File: config.mk
export PLATFORM = sky130hd
export DESIGN_NAME = decoder_scan_ctrl
export DESIGN_NICKNAME = d
export VERILOG_FILES = /design/src/rtl/decoder_scan_ctrl.sv
export SDC_FILE = /design/constraint.sdc
export NUM_CORES = 1
export LEC_CHECK = 0
export BUFFER_PORTS_ARGS = -buffer_cell sky130_fd_sc_hd__buf_2
export CAP_MARGIN = 20
export CORE_MARGIN = 2
export CORE_UTILIZATION = 45
export DETAILED_ROUTE_END_ITERATION = 7
export PLACE_DENSITY = 0.67
export REMOVE_ABC_BUFFERS = 1
export SKIP_CTS_REPAIR_TIMING = 1
export SYNTH_ARGS = -nofsm -noshare
export SYNTH_HDL_FRONTEND = slang
export SYNTH_SLANG_ARGS = --single-unit
File: constraint.sdc
create_clock -name clk -period 1.95 [get_ports clk]
set_input_delay 0.0975 -clock clk [delete_from_list [all_inputs] [get_ports clk]]
set_output_delay 0.0975 -clock clk [all_outputs]
set_load 0.02 [all_outputs]
File: src/rtl/decoder_scan_ctrl.sv
// Scan sequencer for a 3-to-8 decoder: sweeps masked channels with a
// programmable dwell and a one-cycle blank between channels.
module decoder_scan_ctrl #(
  parameter int DWELL_W = 8
) (
  input  logic               clk,
  input  logic               rst_n,
  input  logic               start,
  input  logic               stop,
  input  logic               mode,
  input  logic [7:0]         mask,
  input  logic [DWELL_W-1:0] dwell,
  output logic [2:0]         A,
  output logic               E,
  output logic               busy,
  output logic               done
);

  typedef enum logic [1:0] {
    IDLE  = 2'd0,
    DRIVE = 2'd1,
    BLANK = 2'd2
  } state_e;

  localparam logic [DWELL_W-1:0] ONE = {{(DWELL_W-1){1'b0}}, 1'b1};

  state_e             state_q, state_d;
  logic [2:0]         a_q, a_d;
  logic               e_q, e_d;
  logic               busy_q, busy_d;
  logic               done_q, done_d;
  logic               mode_q, mode_d;
  logic [7:0]         mask_q, mask_d;
  logic [DWELL_W-1:0] n_q, n_d;
  logic [DWELL_W-1:0] cnt_q, cnt_d;

  logic [DWELL_W-1:0] dwell_n;
  logic [7:0]         above;

  function automatic logic [2:0] lowest(input logic [7:0] m);
    logic [2:0] lo;
    lo = 3'd0;
    for (int i = 7; i >= 0; i--) begin
      if (m[i]) lo = 3'(i);
    end
    return lo;
  endfunction

  assign dwell_n = (dwell == '0) ? ONE : dwell;
  // Shadow-mask channels strictly above the current pointer
  assign above   = mask_q & (8'hFE << a_q);

  always_comb begin
    state_d = state_q;
    a_d     = a_q;
    e_d     = e_q;
    busy_d  = busy_q;
    done_d  = 1'b0;
    mode_d  = mode_q;
    mask_d  = mask_q;
    n_d     = n_q;
    cnt_d   = cnt_q;
    unique case (state_q)
      IDLE: begin
        if (start && !stop) begin
          if (mask != 8'h00) begin
            mode_d  = mode;
            mask_d  = mask;
            n_d     = dwell_n;
            cnt_d   = dwell_n;
            a_d     = lowest(mask);
            e_d     = 1'b1;
            busy_d  = 1'b1;
            state_d = DRIVE;
          end else begin
            done_d = 1'b1;
          end
        end
      end
      DRIVE: begin
        if (stop) begin
          e_d     = 1'b0;
          busy_d  = 1'b0;
          state_d = IDLE;
        end else if (cnt_q == ONE) begin
          e_d     = 1'b0;
          state_d = BLANK;
        end else begin
          cnt_d = cnt_q - ONE;
        end
      end
      BLANK: begin
        if (stop) begin
          busy_d  = 1'b0;
          state_d = IDLE;
        end else if (above != 8'h00) begin
          a_d     = lowest(above);
          e_d     = 1'b1;
          cnt_d   = n_q;
          state_d = DRIVE;
        end else if (mode_q) begin
          a_d     = lowest(mask_q);
          e_d     = 1'b1;
          cnt_d   = n_q;
          state_d = DRIVE;
        end else begin
          busy_d  = 1'b0;
          done_d  = 1'b1;
          state_d = IDLE;
        end
      end
      default: begin
        e_d     = 1'b0;
        busy_d  = 1'b0;
        state_d = IDLE;
      end
    endcase
  end

  always_ff @(posedge clk or negedge rst_n) begin
    if (!rst_n) begin
      state_q <= IDLE;
      a_q     <= 3'd0;
      e_q     <= 1'b0;
      busy_q  <= 1'b0;
      done_q  <= 1'b0;
      mode_q  <= 1'b0;
      mask_q  <= 8'h00;
      n_q     <= '0;
      cnt_q   <= '0;
    end else begin
      state_q <= state_d;
      a_q     <= a_d;
      e_q     <= e_d;
      busy_q  <= busy_d;
      done_q  <= done_d;
      mode_q  <= mode_d;
      mask_q  <= mask_d;
      n_q     <= n_d;
      cnt_q   <= cnt_d;
    end
  end

  assign A    = a_q;
  assign E    = e_q;
  assign busy = busy_q;
  assign done = done_q;

endmodule
==> impl_metrics.py <==
metrics = {
    "setup_path": {
        "r2r_end": "A[2]$_DFFE_PN0P_",
        "required_ns": 2.13,
        "crit_type": "register to register",
        "cp-startpoint": "A[0]$_DFFE_PN0P_",
        "critical_path_arrival_ns": 2.10,
        "worst-path-max-fanout": 6,
        "r2r_cells": 6,
        "critPathCaptureType": "register",
        "startpoint_type": "register",
        "reg2reg_from": "A[0]$_DFFE_PN0P_",
        "reg2reg_slack_ns": 0.03,
    },
    "sta": {
        "timing.hold.ws_ns": 0.0216,
        "fin_ws_ns": 0.0277,
        "rsz0062_at_grt": "yes",
        "finalCritPeriodShare": 0.986,
        "hold_viol": 0,
        "clock_skew_ns": 0.00266,
        "finalMaxSlewViolations": 0,
        "timing.slew.headroom": 0.498,
        "tightest_slew_ns": 0.753,
        "setup_viol": 0,
        "clock.fmax_ghz": 0.520,
        "period_needed_ns": 1.92,
    },
    "grt": {
        "met3_usage": 0.0569,
        "track_usage": 0.215,
        "use_met1": 0.261,
        "overflow": 0,
        "grt_antenna_before_repair": 0,
        "met2_usage": 0.361,
        "globalRoute.busiestLayer": "met2",
        "grt_pass1_wl_um": 8660,
        "grt_pass1_vias": 1885,
        "grt_max_degree": 34,
    },
    "drt": {
        "vias_per_cell": 5.74,
        "drt-initial-drc-count": 98,
        "drt_wl_total_um": 5280,
        "drc_errors": 0,
        "wl_per_cell_um": 15.9,
        "dr.pass1.iters": 6,
        "final_antenna_net_count": 0,
        "vias": 1900,
    },
    "final_layout": {
        "fin_util": 0.609,
        "final_nets": 305,
        "n_antenna_cell": 0,
        "syn2layout_area_growth_pct": 28.2,
        "layout-drive-gt1-share": 0.341,
    },
    "worst_hold_path": {
        "hold_depth": 3,
        "hold_end": "mode_q$_DFFE_PN0P_",
        "hold_class": "input port to register",
        "hp-start": "mode",
    },
    "synthesis": {
        "avgSynthCellArea_sq_um": 9.59,
        "synth-edff-count": 0,
        "synth_flop_cell": "dfrtp_1",
        "synthArstFlopShare": 1.00,
        "ys_types": 58,
        "yosysSeqAreaShare": 0.391,
        "synth_cells": 220,
        "ys_warn_count": 0,
        "synth_area_sq_um": 2110,
        "ys_seq_elements": 33,
    },
    "placed_design": {
        "port-buffer-count": 26,
        "gp_congestion": 0.896,
        "preCtsSetupSlack_ns": 0.0544,
        "dp_hpwl_um": 3830,
    },
    "floorplan": {
        "dieWidth_um": 72.5,
        "die_height_um": 72.5,
        "start_util": 0.475,
        "rows": 24,
        "core_sq_um": 4440,
        "pin_count": 27,
        "fp.dieArea_sq_um": 5250,
    },
    "run": {
        "drv_cap": 0,
    },
    "clocking": {
        "cts_tree": "built",
        "cts_buffers": 5,
        "clk_pin_slew_ns": 0.07,
        "cts_max_level": 2,
        "cts_buffer_depth": 2,
        "clock_sinks": 33,
        "cts_root_buf": "clkbuf_8",
        "clk_latency_ns": 0.29,
    },
    "power_and_ir_drop": {
        "powerDensity_nw_per_um2": 1690,
        "peakVddDrop_mv": 0.752,
        "cellLeakagePower_uw": 0.00122,
    },
    "outcome": {
        "status": "completed",
    },
}
[kinds of logic (layout without fill, tap and decap cells)]
logic type,after synthesis,after routing,share of synthesized area
flip-flops,33,33,0.391
AND/OR/NAND/NOR,75,75,0.196
adder cells (fa/ha/maj),6,6,0.0356
XOR/XNOR,4,4,0.0166
AO/OA/AOI/OAI,63,63,0.213
multiplexers,18,18,0.0991
buffers and inverters,21,80,0.0486
[layout make-up]
class / instances / area (sq um)
repair buffers: 60 / 395
fillers: 394 / 1740
flip-flops and latches: 33 / 827
inverters: 12 / 45.0
well taps: 52 / 65.1
multi-input cells: 166 / 1260
clock inverters: 1 / 30.0
clock buffers: 7 / 86.3
[metal layers]
| layer | part of all wire | routed length (um) | vias to the layer above |
|---|---|---|---|
| li1 | - | - | 918 |
| met1 | 0.43 | 2250 | 913 |
| met2 | 0.50 | 2630 | 58 |
| met3 | 0.056 | 297 | 11 |
| met4 | 0.020 | 103 | 0 |
| met5 | 0 | 0 | - |
[how the worst max path moves through the flow]
stage / cells past startpoint / end / slack (ns)
after CTS: 9 / cnt_q[5]$_DFFE_PN0P_ / 0.02
after global routing: 6 / state_q[0]$_DFFE_PN0P_ / -0.06
after detailed placement: 9 / cnt_q[5]$_DFFE_PN0P_ / 0.05
after global placement: 9 / cnt_q[5]$_DFFE_PN0P_ / 0.05
after floorplan: 5 / mask_q[0]$_DFFE_PN0P_ / -0.84
final: 6 / A[2]$_DFFE_PN0P_ / 0.03
[synthesized netlist by cell type (3+ instances only)]
cell	n	share of area
a21oi_1	13	0.031
a221oi_1	4	0.017
a2bb2oi_1	4	0.017
a31oi_1	3	0.0089
buf_2	5	0.012
dfrtp_1	33	0.39
ha_1	6	0.036
inv_1	12	0.021
mux2_1	13	0.069
nand2_1	20	0.036
nand2b_1	3	0.0089
nand3_1	3	0.0071
nor2_1	22	0.039
nor2b_1	3	0.0089
nor3_1	5	0.012
o21ai_0	11	0.026
o31ai_1	8	0.028
or4_4	3	0.016
xor2_1	3	0.012
[worst max-delay path: stages (launching register included)]
cell     delay [ns]
dfrtp_2        0.45
nor3b_1        0.45
nor4_4         0.11
nand4_1        0.19
and3_4         0.24
o21ai_4        0.07
mux2_4         0.29
[power breakdown]
group	switching (uW)	internal (uW)	total, uW
clock	248	416	664
combinational	1370	1270	2640
sequential	266	1010	1280
[cells in the final DEF, fill, tap and decap left out, types with 4 or more instances in the layout]
| cell | synthesis | routed |
|---|---|---|
| a21oi_1 | 13 | 13 |
| a221oi_1 | 4 | 4 |
| buf_2 | 5 | 26 |
| buf_4 | 0 | 31 |
| clkbuf_8 | 1 | 6 |
| dfrtp_1 | 33 | 32 |
| ha_1 | 6 | 4 |
| inv_1 | 12 | 12 |
| mux2_1 | 13 | 13 |
| nand2_1 | 20 | 19 |
| nor2_1 | 22 | 22 |
| nor3_1 | 5 | 4 |
| o21ai_0 | 11 | 10 |
| o31ai_1 | 8 | 6 |
[metrics by stage]
stage | instance area (sq um) | instances | total power [uW] | TNS, ns
finish | 2710 | 331 | 4580 | 0
global route | 2710 | 331 | 4940 | -0.401
CTS | 2560 | 322 | 4300 | 0
detailed placement | 2440 | 314 | 3620 | 0
global placement | 2440 | 314 | 3560 | 0
floorplan | 2050 | 211 | 2770 | -13.89
[flip-flops by register name, summed over array words and instances, names as in the netlist]
signal / flops
cnt_q: 8
done: 1
E: 1
mask_q: 8
busy: 1
mode_q: 1
state_q: 2
A: 3
n_q: 8
Note: power is estimated with default switching activity, not from simulation.
